### src/rtl/fwd_hazard_unit.sv
// Forwarding and load-use hazard unit.
// A shadow pipe tracks every in-flight writer from EX onward, so the
// datapath never has to route per-stage destination/write-back buses here.
// Outputs are a forward select per EX-stage operand and a load-use stall
// for the ID-stage instruction.
module fwd_hazard_unit #(
    parameter int REG_AW   = 5,
    parameter int NUM_SRC  = 2,
    parameter int DEPTH    = 3,
    parameter int LOAD_LAT = 1,
    parameter int SEL_W    = $clog2(DEPTH)
) (
    input  logic                      clk,
    input  logic                      rst,
    input  logic                      hold,
    input  logic                      flush,
    input  logic                      id_valid,
    input  logic [NUM_SRC*REG_AW-1:0] id_src,
    input  logic [NUM_SRC-1:0]        id_src_used,
    input  logic [REG_AW-1:0]         id_dst,
    input  logic                      id_wb,
    input  logic                      id_is_load,
    output logic                      stall,
    output logic [NUM_SRC*SEL_W-1:0]  fwd_sel,
    output logic [15:0]               stall_count
);

    // Shadow entries: index 0 is the EX stage, higher indices are older.
    logic [DEPTH-1:0]          valid_q, valid_d;
    logic [DEPTH-1:0]          wb_q, wb_d;
    logic [DEPTH-1:0]          load_q, load_d;
    logic [REG_AW-1:0]         dst_q [DEPTH];
    logic [REG_AW-1:0]         dst_d [DEPTH];
    // Source operands of the instruction currently in EX.
    logic [NUM_SRC*REG_AW-1:0] ex_src_q, ex_src_d;
    logic [NUM_SRC-1:0]        ex_used_q, ex_used_d;
    logic [15:0]               stall_count_q, stall_count_d;

    // Flattened match matrices, bit [i*DEPTH + k]: operand i vs stage k.
    logic [NUM_SRC*DEPTH-1:0]  ex_match;
    logic [NUM_SRC*DEPTH-1:0]  id_match;
    // Youngest forwarding source would be a load whose data is not ready yet.
    logic                      load_early;

    // Writer at stage k matches a register when it is a live, writing
    // instruction with that destination; r0 never matches anything.
    generate
        for (genvar gi = 0; gi < NUM_SRC; gi++) begin : g_src
            for (genvar gk = 0; gk < DEPTH; gk++) begin : g_stage
                assign ex_match[gi*DEPTH + gk] =
                    valid_q[gk] && wb_q[gk] &&
                    (dst_q[gk] == ex_src_q[gi*REG_AW +: REG_AW]) &&
                    (ex_src_q[gi*REG_AW +: REG_AW] != '0);
                assign id_match[gi*DEPTH + gk] =
                    valid_q[gk] && wb_q[gk] &&
                    (dst_q[gk] == id_src[gi*REG_AW +: REG_AW]) &&
                    (id_src[gi*REG_AW +: REG_AW] != '0);
            end
        end
    endgenerate

    // Forward select per EX operand: the youngest matching older stage wins.
    always_comb begin
        fwd_sel    = '0;
        load_early = 1'b0;
        for (int i = 0; i < NUM_SRC; i++) begin
            logic early_i;
            early_i = 1'b0;
            // Walk oldest to youngest so the last hit is the youngest one.
            for (int k = DEPTH-1; k >= 1; k--) begin
                if (ex_used_q[i] && ex_match[i*DEPTH + k]) begin
                    fwd_sel[i*SEL_W +: SEL_W] = SEL_W'(k);
                    early_i = load_q[k] && (k <= LOAD_LAT);
                end
            end
            load_early = load_early | early_i;
        end
    end

    // Load-use stall: a used ID operand depends on a load whose data is
    // still inside the first LOAD_LAT shadow stages.
    always_comb begin
        stall = 1'b0;
        if (id_valid && !flush) begin
            for (int i = 0; i < NUM_SRC; i++) begin
                for (int k = 0; k < LOAD_LAT; k++) begin
                    if (id_src_used[i] && load_q[k] && id_match[i*DEPTH + k]) begin
                        stall = 1'b1;
                    end
                end
            end
        end
    end

    // Next-state: shift the shadow pipe unless frozen; insert ID or a bubble.
    always_comb begin
        valid_d       = valid_q;
        wb_d          = wb_q;
        load_d        = load_q;
        dst_d         = dst_q;
        ex_src_d      = ex_src_q;
        ex_used_d     = ex_used_q;
        stall_count_d = stall_count_q;
        if (!hold) begin
            for (int k = 1; k < DEPTH; k++) begin
                valid_d[k] = valid_q[k-1];
                wb_d[k]    = wb_q[k-1];
                load_d[k]  = load_q[k-1];
                dst_d[k]   = dst_q[k-1];
            end
            // A taken branch kills the instruction leaving EX as well.
            if (flush) begin
                valid_d[1] = 1'b0;
            end
            if (id_valid && !stall && !flush) begin
                valid_d[0] = 1'b1;
                wb_d[0]    = id_wb;
                load_d[0]  = id_is_load;
                dst_d[0]   = id_dst;
                ex_src_d   = id_src;
                ex_used_d  = id_src_used;
            end else begin
                valid_d[0] = 1'b0;
                wb_d[0]    = 1'b0;
                load_d[0]  = 1'b0;
                dst_d[0]   = '0;
                ex_src_d   = '0;
                ex_used_d  = '0;
            end
            if (stall && (stall_count_q != 16'hFFFF)) begin
                stall_count_d = stall_count_q + 16'd1;
            end
        end
    end

    // State registers; reset drops every tracked writer.
    always_ff @(posedge clk or posedge rst) begin
        if (rst) begin
            valid_q       <= '0;
            wb_q          <= '0;
            load_q        <= '0;
            for (int k = 0; k < DEPTH; k++) begin
                dst_q[k] <= '0;
            end
            ex_src_q      <= '0;
            ex_used_q     <= '0;
            stall_count_q <= '0;
        end else begin
            valid_q       <= valid_d;
            wb_q          <= wb_d;
            load_q        <= load_d;
            dst_q         <= dst_d;
            ex_src_q      <= ex_src_d;
            ex_used_q     <= ex_used_d;
            stall_count_q <= stall_count_d;
        end
    end

    assign stall_count = stall_count_q;

    // The stall must have kept any consumer away from a not-yet-ready load.
    assert property (@(posedge clk) disable iff (rst) !load_early);

endmodule

### config.mk
export PLATFORM = sky130hd
export DESIGN_NAME = fwd_hazard_unit
export DESIGN_NICKNAME = d
export VERILOG_FILES = /design/src/rtl/fwd_hazard_unit.sv
export SDC_FILE = /design/constraint.sdc
export NUM_CORES = 1
export LEC_CHECK = 0
export CORE_MARGIN = 4
export CORE_UTILIZATION = 40
export DETAILED_ROUTE_END_ITERATION = 8
export PLACE_DENSITY_LB_ADDON = 0.08
export SLEW_MARGIN = 20
export SYNTH_ARGS = -nofsm -noshare
export SYNTH_HDL_FRONTEND = slang
export SYNTH_SLANG_ARGS = --single-unit
### constraint.sdc
create_clock -name clk -period 2.7 [get_ports clk]
set_input_delay 0.27 -clock clk [delete_from_list [all_inputs] [get_ports clk]]
set_output_delay 0.27 -clock clk [all_outputs]
set_load 0.05 [all_outputs]
[Word-level counts from Yosys, hierarchy flattened]
Index checks and enable logic that the tools add are counted.
Operators by class
  add/subtract/negate cells: 1
  multipliers: 0
  div/mod/pow operators: 0
  magnitude comparators: 0
  equality and inequality tests: 7
  shift-type cells: 0
  mux-type cells: 14
  bitwise gates (word level): 1
  reductions and logical operators: 34
Operator list (count)
  5-bit equality test: 6
  1-bit logical AND: 27
  5-bit nonzero test: 4
  16-bit by 1-bit adder with 16-bit output (second input constant): 1
  16-bit inequality test (second input constant): 1
  10-bit two-way mux: 1
  2-bit two-way mux: 5
  1-bit two-way mux: 7
  5-bit two-way mux: 1
  1-bit logical NOT: 2
  2-bit AND reduction: 1
  1-bit inverter: 1
Storage, ports and cells
  register bits: 50
  bits in latches: 0
  RAM bits: 0
  memory bits (read-only): 0
  bits of input ports: 24
  logic and storage cells: 66
  memories: 0

[Longest topological paths before layout]
  depth after elaboration: 11
  depth in mapped cells: 7

[Least setup slack after synthesis]
OpenSTA, ideal clock, no wires.
  kind: register to output
  from: register dst_q[5] (netlist bit)
  to: output fwd_sel[1]
  arrival: 2.939 ns
  data required time: 2.430 ns
  setup slack: -0.509 ns
  stages on the path, launching flop included: 5
  buffers on the path: 0
  cells stage by stage: dfrtp_1 > xnor2_1 > nand4_1 > nor4_1 > nor3_1
Between the ends
  word-level cells in the longest chain between the ends: 5
RTL lines
  start, declared: RTL line 32  | logic [REG_AW-1:0] dst_q [DEPTH];
  start signal, assigned: RTL line 152  | dst_q <= dst_d;
  5-bit equality test: RTL line 52  | (dst_q[gk] == ex_src_q[gi*REG_AW +: REG_AW]) &&
  1-bit logical AND: RTL line 51  | valid_q[gk] && wb_q[gk] &&
  1-bit logical AND: RTL line 52
  1-bit logical AND: RTL line 71  | if (ex_used_q[i] && ex_match[i*DEPTH + k]) begin
  2-bit two-way mux: RTL line 71
  end, declared: RTL line 24  | output logic [NUM_SRC*SEL_W-1:0] fwd_sel,
Every way passes these cells.

[Worst setup path in the final report]
  from: register ex_src_q[0]
  to: output fwd_sel[1]
Between the ends
  word-level cells in the longest chain between the ends: 6
  elaborated cells on any way between the ends: 11
  those cells by class: eq/ne (2); mux (2); reduce/logical (7)
RTL lines
  start, declared: RTL line 35  | logic [NUM_SRC*REG_AW-1:0] ex_src_q, ex_src_d;
  start signal, assigned: RTL line 153  | ex_src_q <= ex_src_d;
  5-bit equality test: RTL line 52
  1-bit logical AND: RTL line 51
  1-bit logical AND: RTL line 52
  1-bit logical AND: RTL line 71
  2-bit two-way mux: RTL line 71
  2-bit two-way mux *: RTL line 71
Mark *: on every way between the ends. The rest lies on a longest branch, timed or not.

==> results_dict.tcl <==
set metrics [dict create \
    status "finished clean" \
    path_class "flop to output port" \
    synth_top_area_cell "dfrtp_1" \
    portBuffers 44 \
    synth_top_area_frac 0.500 \
    cts_tree "built" \
    stdcell_count 334 \
    seq_area_frac_synth 0.500 \
    fin_crit_ps 2490 \
    ys_seq_elements 50 \
    core_um2 5990 \
    routed_wl_um 5480 \
    initial_core_util 0.418 \
    firstDrtPassIters 4 \
    min_period_over_period 0.923 \
    die_w_um 87.1 \
    fin_area_um2 3180 \
    synth_fp_nets 235 \
    post-route-drc-count 0 \
    cp-end-kind "output port" \
    synth_area_um2 2500 \
    dieArea_um2 7590 \
    p_total_mw 1.54 \
    cap_violations 0 \
    hold_path_class "primary input to asynchronous set/reset pin" \
    synth_common_cells "50 x dfrtp_1, 29 x xnor2_1, 20 x a22o_1" \
    rows 28 \
    vdd_drop_max_mv 0.237 \
    grt_overflow 0 \
    setup_violations 0 \
    finClkSkew_ps 9.64 \
    arrival_ps 2220 \
    max_freq_mhz 401 \
    switching_power_mw 0.359 \
    cp_top_family "simple AND/OR/NAND/NOR gates" \
    switching_share 0.233 \
    htreeDepth 2 \
    slowest_delay_ps 540 \
    startpoint "ex_src_q[0]$_DFFE_PP0N_" \
    max-slew-margin-rel 0.583 \
    die_y_um 87.1 \
    comb_power_share 0.119 \
    rsz0062_at_grt "no" \
    total_leakage_power_nw 1.41 \
    tightest_slew_ps 625 \
    cts_root_buf "clkbuf_8" \
    routedWlPerCell_um 16.4 \
    nets 284 \
    place_hpwl_um 4100 \
    yosys_warnings 0 \
    busiest_layer "met2" \
    drt_iter0_drc 74 \
    clkLatencyLatePin_ps 300 \
    tns_ps 0 \
    viasPerCell 5.28 \
    grt_pass1_wl_um 9020 \
    ios 45 \
    crit_chain "or4_1 -> o21ai_0 -> nor4_2 -> nor3_1 -> buf_12" \
    hold_viol 0 \
    dpl_worst_slack_ps 252 \
    syn2layout_area_growth_pct 27.0 \
    synth.area.top_cells "dfrtp_1 50%, xnor2_1 10%, a22o_1 7.0%" \
    met3_usage 0.0407 \
    synth_most_common_cell "dfrtp_1" \
    place_area_um2 3070 \
    num_antenna_cells 0 \
    synthArstFlopShare 1.00 \
    use_met1 0.201 \
    first_global_vias 1824 \
    cts.sinks 50 \
    grt_max_degree 36 \
    ys_types 33 \
    cp-start-kind "flop" \
    use_met2 0.249 \
    synth-edff-count 0 \
    final_core_util 0.531 \
    holdWs_ps 366 \
    grt.total_usage 0.152 \
    syn_inst 210 \
    critPathMaxFanout 4 \
    gp_congestion 0.762 \
    clkPwrFrac 0.345 \
    worstReg2RegStart "dst_q[12]$_DFFE_PP0N_" \
    power_frac_seq 0.536 \
    dp.cells 327 \
    crit_required_ps 2430 \
    vias 1762 \
    cts_buffers 5 \
    clockBufferDepth 2 \
    finalWorstSetupSlack_ps 207 \
    antenna_found_initial 0 \
    syn_area_per_cell_um2 11.9 \
    synthFlopType "dfrtp_1" \
    path_buf_inv 1 \
    clkTransAtPathRegs_ps 90 \
    final_layout_size_suffix_gt1_frac 0.170 \
    nFillCells 522 \
    power_density_nw_per_um2 484 \
    antenna_left 0 \
    p_int_mw 1.18 \
    final_max_slew_viol_count 0 \
    worst_path_max_delay_cell "or4_1" \
]
==> metal layers <==
metal | vias up | part of all wire
li1 | 859 | -
met4 | 0 | 0.0097
met5 | - | 0
met1 | 872 | 0.46
met2 | 25 | 0.50
met3 | 6 | 0.036
==> cell type report <==
type / count / area (um2) / area share
Clock inverter: 1 / 30.0 / 0.00944
Inverter: 4 / 15.0 / 0.00472
Timing Repair Buffer: 49 / 509 / 0.160
Multi-Input combinational cell: 149 / 1200 / 0.377
Tap cell: 75 / 93.8 / 0.0295
Clock buffer: 6 / 82.6 / 0.0260
Sequential cell: 50 / 1250 / 0.393
==> what timing repair did <==
| item | CTS | global route |
|---|---|---|
| hold endpoints to repair | 0 | 0 |
| resized for setup | 1 | 1 |
| buffers inserted | 0 | 0 |
| endpoints found under the setup margin | 1 | 1 |
| pin swaps | 0 | 0 |
| hold buffers | 0 | 0 |
==> worst paths after layout <==
check / slack (ps) / to / cells past startpoint
max in group asynchronous: 1740 / stall_count[9]$_DFFE_PP0P_ / 3
min reg2reg: 510 / stall_count[13]$_DFFE_PP0P_ / 1
min in group clk: 510 / stall_count[13]$_DFFE_PP0P_ / 1
max: 210 / fwd_sel[1] / 5
min: 370 / ex_src_q[5]$_DFFE_PP0N_ / 2
max reg2reg: 580 / stall_count[1]$_DFFE_PP0P_ / 7
==> cells in the final DEF (no fill, tap or decap), drive strengths merged, types with 2 or more instances in the layout <==
| cell type | netlist | layout |
|---|---|---|
| xor2 | 14 | 14 |
| inv | 4 | 4 |
| o21ai | 2 | 2 |
| mux2 | 14 | 14 |
| nor3 | 7 | 7 |
| and3 | 3 | 3 |
| xnor2 | 29 | 29 |
| nor4 | 9 | 9 |
| buf | 4 | 8 |
| nand2 | 10 | 10 |
| nand3 | 10 | 10 |
| nand4 | 11 | 11 |
| clkbuf | 3 | 6 |
| nor2 | 7 | 7 |
| a21oi | 2 | 2 |
| clkdlybuf4s50 | 0 | 39 |
| dfrtp | 50 | 50 |
| a22o | 20 | 20 |
| or4 | 3 | 3 |
==> power groups by stage <==
| stage | registers [mW] | logic, mW | clock network (mW) |
|---|---|---|---|
| after global routing | 0.831 | 0.200 | 0.579 |
| after floorplan | 0.829 | 0.121 | 0 |
| after global placement | 0.841 | 0.184 | 0 |
| after detailed placement | 0.841 | 0.185 | 0 |
| after CTS | 0.826 | 0.186 | 0.552 |
| final | 0.825 | 0.184 | 0.532 |
==> worst register-to-register path, stage by stage (launching register included) <==
cell	delay [ps]
dfrtp_1	440
xor2_1	180
nor4_1	280
nand3_1	160
o21bai_4	330
buf_4	230
nand2_2	70
mux2_1	310
==> cells by family (layout without fill, tap and decap cells) <==
family | count (synthesis) | after routing | synth area share
muxes | 14 | 14 | 0.0629
adders and majority gates | 1 | 1 | 0.00499
DFF | 50 | 50 | 0.500
buffers and inverters | 11 | 60 | 0.0285
xor gates and xnor gates | 43 | 43 | 0.150
and+or+nand+nor | 65 | 65 | 0.165
AOI/OAI and AO/OA | 26 | 26 | 0.0884
==> registers in the layout, indices dropped and copies added, names as in the netlist <==
register / count
dst_q: 15
ex_src_q: 10
ex_used_q: 2
load_q: 1
stall_count: 16
valid_q: 3
wb_q: 3
(Power assumes the default switching activity.)
